[config.mk]
export PLATFORM = sky130hd
export DESIGN_NAME = r16_out_wb
export DESIGN_NICKNAME = d
export VERILOG_FILES = /design/src/rtl/r16_out_wb.sv
export VERILOG_INCLUDE_DIRS = /design/src /design/src/rtl
export SDC_FILE = /design/constraint.sdc
export NUM_CORES = 1
export LEC_CHECK = 0
export CAP_MARGIN = 20
export CORE_AREA = 2 2 223 225
export DETAILED_ROUTE_END_ITERATION = 8
export DIE_AREA = 0 0 225 227
export GPL_ROUTABILITY_DRIVEN = 0
export PLACE_DENSITY = 0.77
export SYNTH_ARGS = -nofsm -noshare
export SYNTH_HDL_FRONTEND = slang
export SYNTH_SLANG_ARGS = --single-unit
[constraint.sdc]
create_clock -name clk -period 2.4 [get_ports clk]
set_clock_uncertainty 0.2 [all_clocks]
set_input_delay 0.48 -clock clk [delete_from_list [all_inputs] [get_ports clk]]
set_output_delay 0.48 -clock clk [all_outputs]
set_load 0.02 [all_outputs]
[src/rtl/define.svh]
// Shared datapath width for the radix-16 butterfly and its memory banks.
`ifndef DEFINE_SVH
`define DEFINE_SVH
`define D_width 16
`endif

[src/rtl/r16_out_wb.sv]
// Write-back stage of the radix-16 butterfly: maps 16 results onto bank write lanes,
// buffers them in a 2-entry valid/ready FIFO and counts written beats per stage.
`include "define.svh"

module r16_out_wb #(
    parameter int ADDR_W = 10,
    parameter int BEATS  = 64,
    parameter int CNT_W  = 7
) (
    input  logic                      clk,
    input  logic                      rst_n,
    input  logic                      clear,
    input  logic                      LAST_STAGE,
    input  logic                      in_valid,
    output logic                      in_ready,
    input  logic [ADDR_W-1:0]         in_addr,
    input  logic [16*`D_width-1:0]    R16_y,
    output logic                      out_valid,
    input  logic                      out_ready,
    output logic [ADDR_W-1:0]         mem_waddr,
    output logic [16*`D_width-1:0]    mem_wdata,
    output logic [15:0]               mem_wen,
    output logic [CNT_W-1:0]          beat_cnt,
    output logic                      done
);

    localparam int DW = `D_width;
    localparam int LW = 16 * DW;

    // The head entry lives directly in the mem_* output registers; r_tail_* is the second slot.
    logic [1:0]        r_count;
    logic [LW-1:0]     r_tail_data;
    logic [15:0]       r_tail_wen;
    logic [ADDR_W-1:0] r_tail_addr;

    logic              w_push;
    logic              w_pop;
    logic [LW-1:0]     w_map_data;
    logic [15:0]       w_map_wen;

    assign in_ready  = (r_count != 2'd2);
    assign out_valid = (r_count != 2'd0);
    assign w_push    = in_valid && in_ready;
    assign w_pop     = out_valid && out_ready;

    // Lane mapping at push time; the last stage keeps only y0 and y8 in lanes 0 and 1.
    always_comb begin
        w_map_data = '0;
        w_map_wen  = 16'h0000;
        if (LAST_STAGE) begin
            w_map_data[DW-1:0]    = R16_y[DW-1:0];
            w_map_data[2*DW-1:DW] = R16_y[9*DW-1:8*DW];
            w_map_wen             = 16'h0003;
        end else begin
            w_map_data = R16_y;
            w_map_wen  = 16'hFFFF;
        end
    end

    // FIFO occupancy, head (output) and tail entries.
    always_ff @(posedge clk or negedge rst_n) begin
        if (!rst_n) begin
            r_count     <= 2'd0;
            mem_waddr   <= '0;
            mem_wdata   <= '0;
            mem_wen     <= 16'h0000;
            r_tail_addr <= '0;
            r_tail_data <= '0;
            r_tail_wen  <= 16'h0000;
        end else if (clear) begin
            r_count <= 2'd0;
            mem_wen <= 16'h0000;
        end else begin
            case (r_count)
                2'd0: begin
                    if (w_push) begin
                        mem_waddr <= in_addr;
                        mem_wdata <= w_map_data;
                        mem_wen   <= w_map_wen;
                        r_count   <= 2'd1;
                    end
                end
                2'd1: begin
                    if (w_push && w_pop) begin
                        mem_waddr <= in_addr;
                        mem_wdata <= w_map_data;
                        mem_wen   <= w_map_wen;
                    end else if (w_push) begin
                        r_tail_addr <= in_addr;
                        r_tail_data <= w_map_data;
                        r_tail_wen  <= w_map_wen;
                        r_count     <= 2'd2;
                    end else if (w_pop) begin
                        // Data and address hold; only the enables drop when empty.
                        mem_wen <= 16'h0000;
                        r_count <= 2'd0;
                    end
                end
                2'd2: begin
                    if (w_pop) begin
                        mem_waddr <= r_tail_addr;
                        mem_wdata <= r_tail_data;
                        mem_wen   <= r_tail_wen;
                        r_count   <= 2'd1;
                    end
                end
                default: begin
                    mem_wen <= 16'h0000;
                    r_count <= 2'd0;
                end
            endcase
        end
    end

    // Beat counter with wrap at BEATS and a one-cycle done pulse.
    always_ff @(posedge clk or negedge rst_n) begin
        if (!rst_n) begin
            beat_cnt <= '0;
            done     <= 1'b0;
        end else if (clear) begin
            beat_cnt <= '0;
            done     <= 1'b0;
        end else if (w_pop) begin
            if (beat_cnt == CNT_W'(BEATS - 1)) begin
                beat_cnt <= '0;
                done     <= 1'b1;
            end else begin
                beat_cnt <= beat_cnt + CNT_W'(1);
                done     <= 1'b0;
            end
        end else begin
            done <= 1'b0;
        end
    end

endmodule

==> impl_results.md, run 1 <==
- DP HPWL: 49.2 mm
- Mapped Nets: 2913
- Max Slew Vio Count: 0
- GRT Overall Usage: 0.263
- MaxCap Viol Count: 0
- Peak supply drop: 633 uV
- Root Driver: clkbuf_16
- Reg2Reg Depth: 7
- Most frequent cells in the layout: dfrtp_1, nand2_1, clkdlybuf4s50_1
- HP Class: primary input to register
- CP max stage cell: dfrtp_2
- Yosys warnings: 0
- Starting Density: 0.494
- DRT antenna net count: 0
- Antenna violations before repair: 4
- R2r endpoint: mem_wdata[253]$_DFFE_PN0P_
- Later-pin clock latency in the skew report: 0.61 ns
- WHS Endpoint: r_tail_data[214]$_DFFE_PN0P_
- Dpl cells: 3707
- Bufs and invs on worst path: 1
- Fin. Hold Viols: 0
- Power Total: 25700 uW
- Die Span X: between 200 and 250 um
- Required @ worst endpoint: around 1.7 ns
- Worst Path Arrival: 1.66 ns
- TritonCTS Sinks: around 550
- Cells along the critical path: or2_2 -> clkdlybuf4s15_1
- Pin count of the biggest net entering global routing: 71
- Initial DRC Count: 1640
- Core Area: ~50000 um2
- Setup TNS: 0 ns
- Cell count after synthesis: 2640
- Critical hold path startpoint: LAST_STAGE
- Layout area overhead: 34.2%
- R2R Path Start: r_count[0]$_DFFE_PN0P_
- Synth Cell Area: ~24000 um2
- Status: finished clean
- Critical Path Sink Type: output port
- Total grt overflow: 0
- Final-report setup violation count: 0
- Worst Setup Path Type: register to output port
- Die Ht: 227 um
- Pwr dens: 800 nW/um2
- Nets: 3416
- RSZ-0062 raised after global routing: false
- Drt pass-1 iters: 5
- Tmin final: approximately 2.3 ns
- Post-layout util: 0.663
- Vias in the first global route: 20145
- Worst-path clk slew: 0.06 ns
- F_max: between 0.4 and 0.5 GHz
- Critical path's top delay family: flip-flops
- Slew @ Worst Pin: about 0.68 ns
- FF+latch count, synth: 546
- Max incr delay on CP: 0.45 ns
- Crit start category: register
- Syn Area/Cell: 9.08 um2
- CTS buffer count: 55
- Buffers on Ports: 563
- Most common cell after layout, fill and taps aside: dfrtp_1
- Final hold slack: 0.105 ns
- First-pass GRT wire length: 107 mm
- CTS tree: yes
- Netlist cell types: 39
- Std cell rows: 81
- Layout cells sized above 1: 0.0716
- Leakage: 0.0144 uW
- Total number of vias: just over 20000
- Register area share after synthesis: 0.570
- Clock Tree Buf Depth: 3
- Crit Path Max Fanout: 6
- Top-Level Pins: 564
- H-tree levels: 2
- Period utilization: 0.974
- Headroom to the max-slew limit: 0.546
- WL final: 68.3 mm
- Die Area: about 51000 um2
- DRC viols: 0
- Final Non-Filler Cells: 3810
- Flop2flop setup slack: 0.34 ns
- WL per Instance: 17.9 um
- Vias per inst: 5.33
- WHS Path Cells: 3
[stage by stage]
| step | area, um2 | setup WS [ns] |
|---|---|---|
| 2_1_floorplan | 24000 | 0.471 |
| 3_5_place_dp | 30400 | -0.0466 |
| 6_report | 32200 | 0.0634 |
| 3_3_place_gp | 30400 | 0.0417 |
| 4_1_cts | 32200 | 0.000368 |
| 5_1_grt | 32200 | 0.00556 |
[cells by family after synthesis]
kind of cell	share of synthesized area
buf+inv	0.0556
flops	0.570
mux	0.0199
compound gates	0.163
fa+ha+maj	0.000522
simple gates	0.191
xor+xnor	0.000731
[worst max path at each step]
stage	start	to	depth (start not counted)
finish	r_count[0]$_DFFE_PN0P_	out_valid	2
global route	mem_wdata[148]$_DFFE_PN0P_	mem_wdata[148]	1
CTS	beat_cnt[0]$_DFFE_PN0P_	beat_cnt[0]	1
detailed placement	out_ready	mem_wdata[137]$_DFFE_PN0P_	7
global placement	out_ready	mem_wdata[218]$_DFFE_PN0P_	7
floorplan	r_count[1]$_DFFE_PN0P_	in_ready	6
[worst register-to-register path, cell delays in order, from the launching register on]
cell and delay (ns):
dfrtp_2 0.45, nor2b_4 0.14, buf_4 0.20, buf_12 0.25, buf_12 0.28, nor2_1 0.08
a21oi_1 0.24, o21ai_1 0.09
[where the power goes]
part | switching (uW) | internal, uW | leakage, uW
combinational | 3040 | 2630 | 0.00646
clock | 3560 | 4790 | 0.000886
sequential | 947 | 10800 | 0.00709
total | 7540 | 18200 | 0.0144
[routing by layer]
| layer | global-route usage | routed length [um] | share of wire |
|---|---|---|---|
| met1 | 0.324 | 26600 | 0.39 |
| met2 | 0.445 | 33800 | 0.49 |
| met3 | 0.0545 | 4590 | 0.067 |
| met4 | 0.129 | 3270 | 0.048 |
| met5 | 0 | 8 | 0.00012 |
[sequential cells by signal (all words and copies together) (netlist names)]
name	cells
r_tail_addr	10
r_tail_data	256
r_count	2
beat_cnt	7
mem_wdata	256
mem_wen	2
r_tail_wen	2
mem_waddr	10
done	1
[timing repair]
action	in CTS	in global routing
hold endpoints to repair	33	0
gates cloned	0	0
resized for setup	19	4
hold buffers	1	0
setup endpoints to repair	17	4
buffers inserted	0	0
pin swaps	0	0
[synth_stat cells]
| master | number | area share |
|---|---|---|
| dfrtp_1 | 546 | 0.57 |
| nand2_1 | 543 | 0.085 |
| nor2_1 | 273 | 0.043 |
| o21ai_0 | 252 | 0.053 |
| a21oi_1 | 250 | 0.052 |
| o21ai_1 | 231 | 0.048 |
| nand2b_1 | 224 | 0.058 |
| buf_2 | 83 | 0.017 |
| clkbuf_1 | 56 | 0.0088 |
| buf_6 | 38 | 0.018 |
| a31oi_1 | 27 | 0.0070 |
| mux2_2 | 27 | 0.013 |
| buf_4 | 23 | 0.0072 |
| clkbuf_2 | 19 | 0.0040 |
| mux2i_1 | 16 | 0.0067 |
| nor3_1 | 5 | 0.0010 |
| inv_1 | 2 | 0.00031 |
| nand3_1 | 2 | 0.00042 |
| nor3b_1 | 2 | 0.00063 |
| xor2_1 | 2 | 0.00073 |
| a21o_1 | 1 | 0.00031 |
| a32oi_1 | 1 | 0.00037 |
| ha_1 | 1 | 0.00052 |
| inv_2 | 1 | 0.00016 |
| mux2i_2 | 1 | 0.00057 |
| nand3_2 | 1 | 0.00042 |
| nand3b_1 | 1 | 0.00031 |
| nand4_1 | 1 | 0.00026 |
| nor2b_1 | 1 | 0.00026 |
| nor2b_2 | 1 | 0.00037 |
| nor4_1 | 1 | 0.00026 |
| o211ai_1 | 1 | 0.00031 |
| o21a_1 | 1 | 0.00031 |
| o22a_1 | 1 | 0.00037 |
| o22a_2 | 1 | 0.00042 |
| o22ai_2 | 1 | 0.00052 |
| or2_1 | 1 | 0.00026 |
| or2_2 | 1 | 0.00026 |
| or3_1 | 1 | 0.00026 |
[layout make-up]
class,count,area [um2]
Antenna cell,4,10.0
Clock buffer,83,1670
Clock inverter,15,97.6
Fill cell,3799,16400
Inverter,3,11.3
Multi-Input combinational cell,1872,9020
Sequential cell,546,13700
Tap cell,622,778
Timing Repair Buffer,665,6940
Note: power is estimated with default switching activity, not from simulation.
==> inputs of run 2 (changes only) <==
Settings changed: CTS_CLUSTER_DIAMETER set to 50.
==> run 2 against run 1 <==
  * Via count grew 0.36%
  * Critical path depth shrank 1
  * Final area grew 0.88%
  * Critical path type unchanged
  * Maximum frequency shrank 0.47%
  * Clock power grew 13%
  * Largest cell class unchanged
  * Largest power group unchanged
==> impl_results.md, run 2 (same netlist as run 1, synthesis figures left out) <==
- Most common cell after layout, fill and taps aside: dfrtp_1
- Required @ worst endpoint: 1.72 ns
- Worst Setup Path Type: register to output port
- Vias in the first global route: between 20000 and 25000
- Max incr delay on CP: 0.63 ns
- Flop2flop setup slack: 0.34 ns
- Total number of vias: ~20000
- First-pass GRT wire length: 107 mm
- Max Slew Vio Count: 0
- Final worst slack: around 0.052 ns
- WL per Instance: around 18 um
- Later-pin clock latency in the skew report: 0.63 ns
- Cells along the critical path: clkdlybuf4s50_1
- GRT Overall Usage: 0.265
- F_max: 0.426 GHz
- DP Area: 30400 um2
- HP Class: primary input to register
- Pin count of the biggest net entering global routing: 71
- WL final: 68.9 mm
- Peak supply drop: 592 uV
- Starting Density: 0.494
- Seq pwr share: 0.437
- Worst Path Arrival: 1.67 ns
- Largest regs: mem_wdata: 256 flops, r_tail_data: 256 flops
- Layout area overhead: 35.4%
- Clock Tree Buf Depth: 3
- Clock group share of total power: 0.352
- Final hold slack: about 0.091 ns
- Slew @ Worst Pin: between 0.6 and 0.7 ns
- DP HPWL: 49.2 mm
- Combinational power share: 0.211
- Total grt overflow: 0
- Switching power: around 7800 uW
- Fin. Hold Viols: 0
- Switching share of power: 0.290
- Critical Path Sink Type: output port
- Most frequent cells in the layout: dfrtp_1, nand2_1, clkdlybuf4s50_1
- TritonCTS Sinks: 546
- Core Area: between 40000 and 50000 um2
- Root Driver: clkbuf_16
- Bufs and invs on worst path: 1
- Postcts setup bufs: 0
- CP max stage cell: clkdlybuf4s50_1
- Tmin final: 2.35 ns
- Crit Path Max Fanout: 2
- Headroom to the max-slew limit: 0.558
- Die Ht: 227 um
- Vias per inst: 5.33
- CTS tree: yes
- Top-Level Pins: 564
- RSZ-0062 raised after global routing: false
- Die Area: 51100 um2
- Antenna violations before repair: 4
- Period utilization: 0.978
- CTS buffer count: 60
- DRT antenna net count: 0
- H-tree levels: 2
- Fin area: 32500 um2
- Worst-path clk slew: 0.06 ns
- Final-report setup violation count: 0
- Drt pass-1 iters: 6
- Initial DRC Count: 1603
- Status: finished clean
- Pint: about 19000 uW
- Worst slack, placed: -0.0466 ns
- Critical path's top delay family: buffers and inverters
- Nets: 3421
- Std cell rows: 81
- Crit start category: register
- Die Span X: 225 um
- MaxCap Viol Count: 0
- Pwr dens: about 830 nW/um2
- Leakage: 0.0146 uW
- Buffers on Ports: 563
- Layout cells sized above 1: 0.0745
- DRC viols: 0
[run 2: final cells by class]
| cell class | count | area (um2) |
|---|---|---|
| fill | 3760 | 16100 |
| sequential | 546 | 13700 |
| multi-input combinational | 1872 | 9020 |
| timing repair buffer | 665 | 6940 |
| clock buffer | 83 | 1720 |
| tap | 622 | 778 |
| clock inverter | 25 | 339 |
| inverter | 3 | 11.3 |
| antenna | 3 | 7.51 |
[run 2: metal layers]
metal | up-vias | wire length [um] | global-route usage
li1 | 9713 | - | -
met1 | 9729 | 26800 | 0.324
met2 | 737 | 34000 | 0.450
met3 | 185 | 4630 | 0.0529
met4 | 2 | 3500 | 0.135
met5 | - | 8 | 0
[run 2: power groups by stage]
stage	logic, uW	registers [uW]	clock network (uW)
6_report	5660	11700	9470
5_1_grt	6170	11900	10000
4_1_cts	5710	11700	9620
3_5_place_dp	5720	11900	0
3_3_place_gp	5540	11800	0
2_1_floorplan	2040	12500	0
[run 2: path summary, 6_finish.rpt]
check / startpoint / cells after the start / to
worst max-delay path: mem_wdata[245]$_DFFE_PN0P_ / 1 / mem_wdata[245]
worst min-delay path: LAST_STAGE / 3 / r_tail_data[214]$_DFFE_PN0P_
worst max register to register: r_count[0]$_DFFE_PN0P_ / 7 / mem_wdata[253]$_DFFE_PN0P_
worst min register to register: r_tail_wen[1]$_DFFE_PN0P_ / 2 / r_tail_wen[1]$_DFFE_PN0P_
max in group asynchronous: rst_n / 3 / r_tail_data[189]$_DFFE_PN0P_
min in group asynchronous: rst_n / 2 / r_tail_data[138]$_DFFE_PN0P_
[run 2: metrics by stage]
stage / instances / setup TNS, ns / total power, uW / util
finish: 3819 / 0 / 26900 / 0.669
global route: 3818 / 0 / 28100 / 0.669
CTS: 3816 / 0 / 27100 / 0.668
detailed placement: 3707 / -0.916 / 17600 / 0.626
global placement: 3707 / 0 / 17300 / 0.626
floorplan: 2640 / 0 / 14500 / -
[run 2: repair_timing]
item	4_1_cts	5_1_grt
resized for setup	26	6
hold buffers	1	0
setup endpoints to repair	23	6
endpoints found under the hold margin	42	0
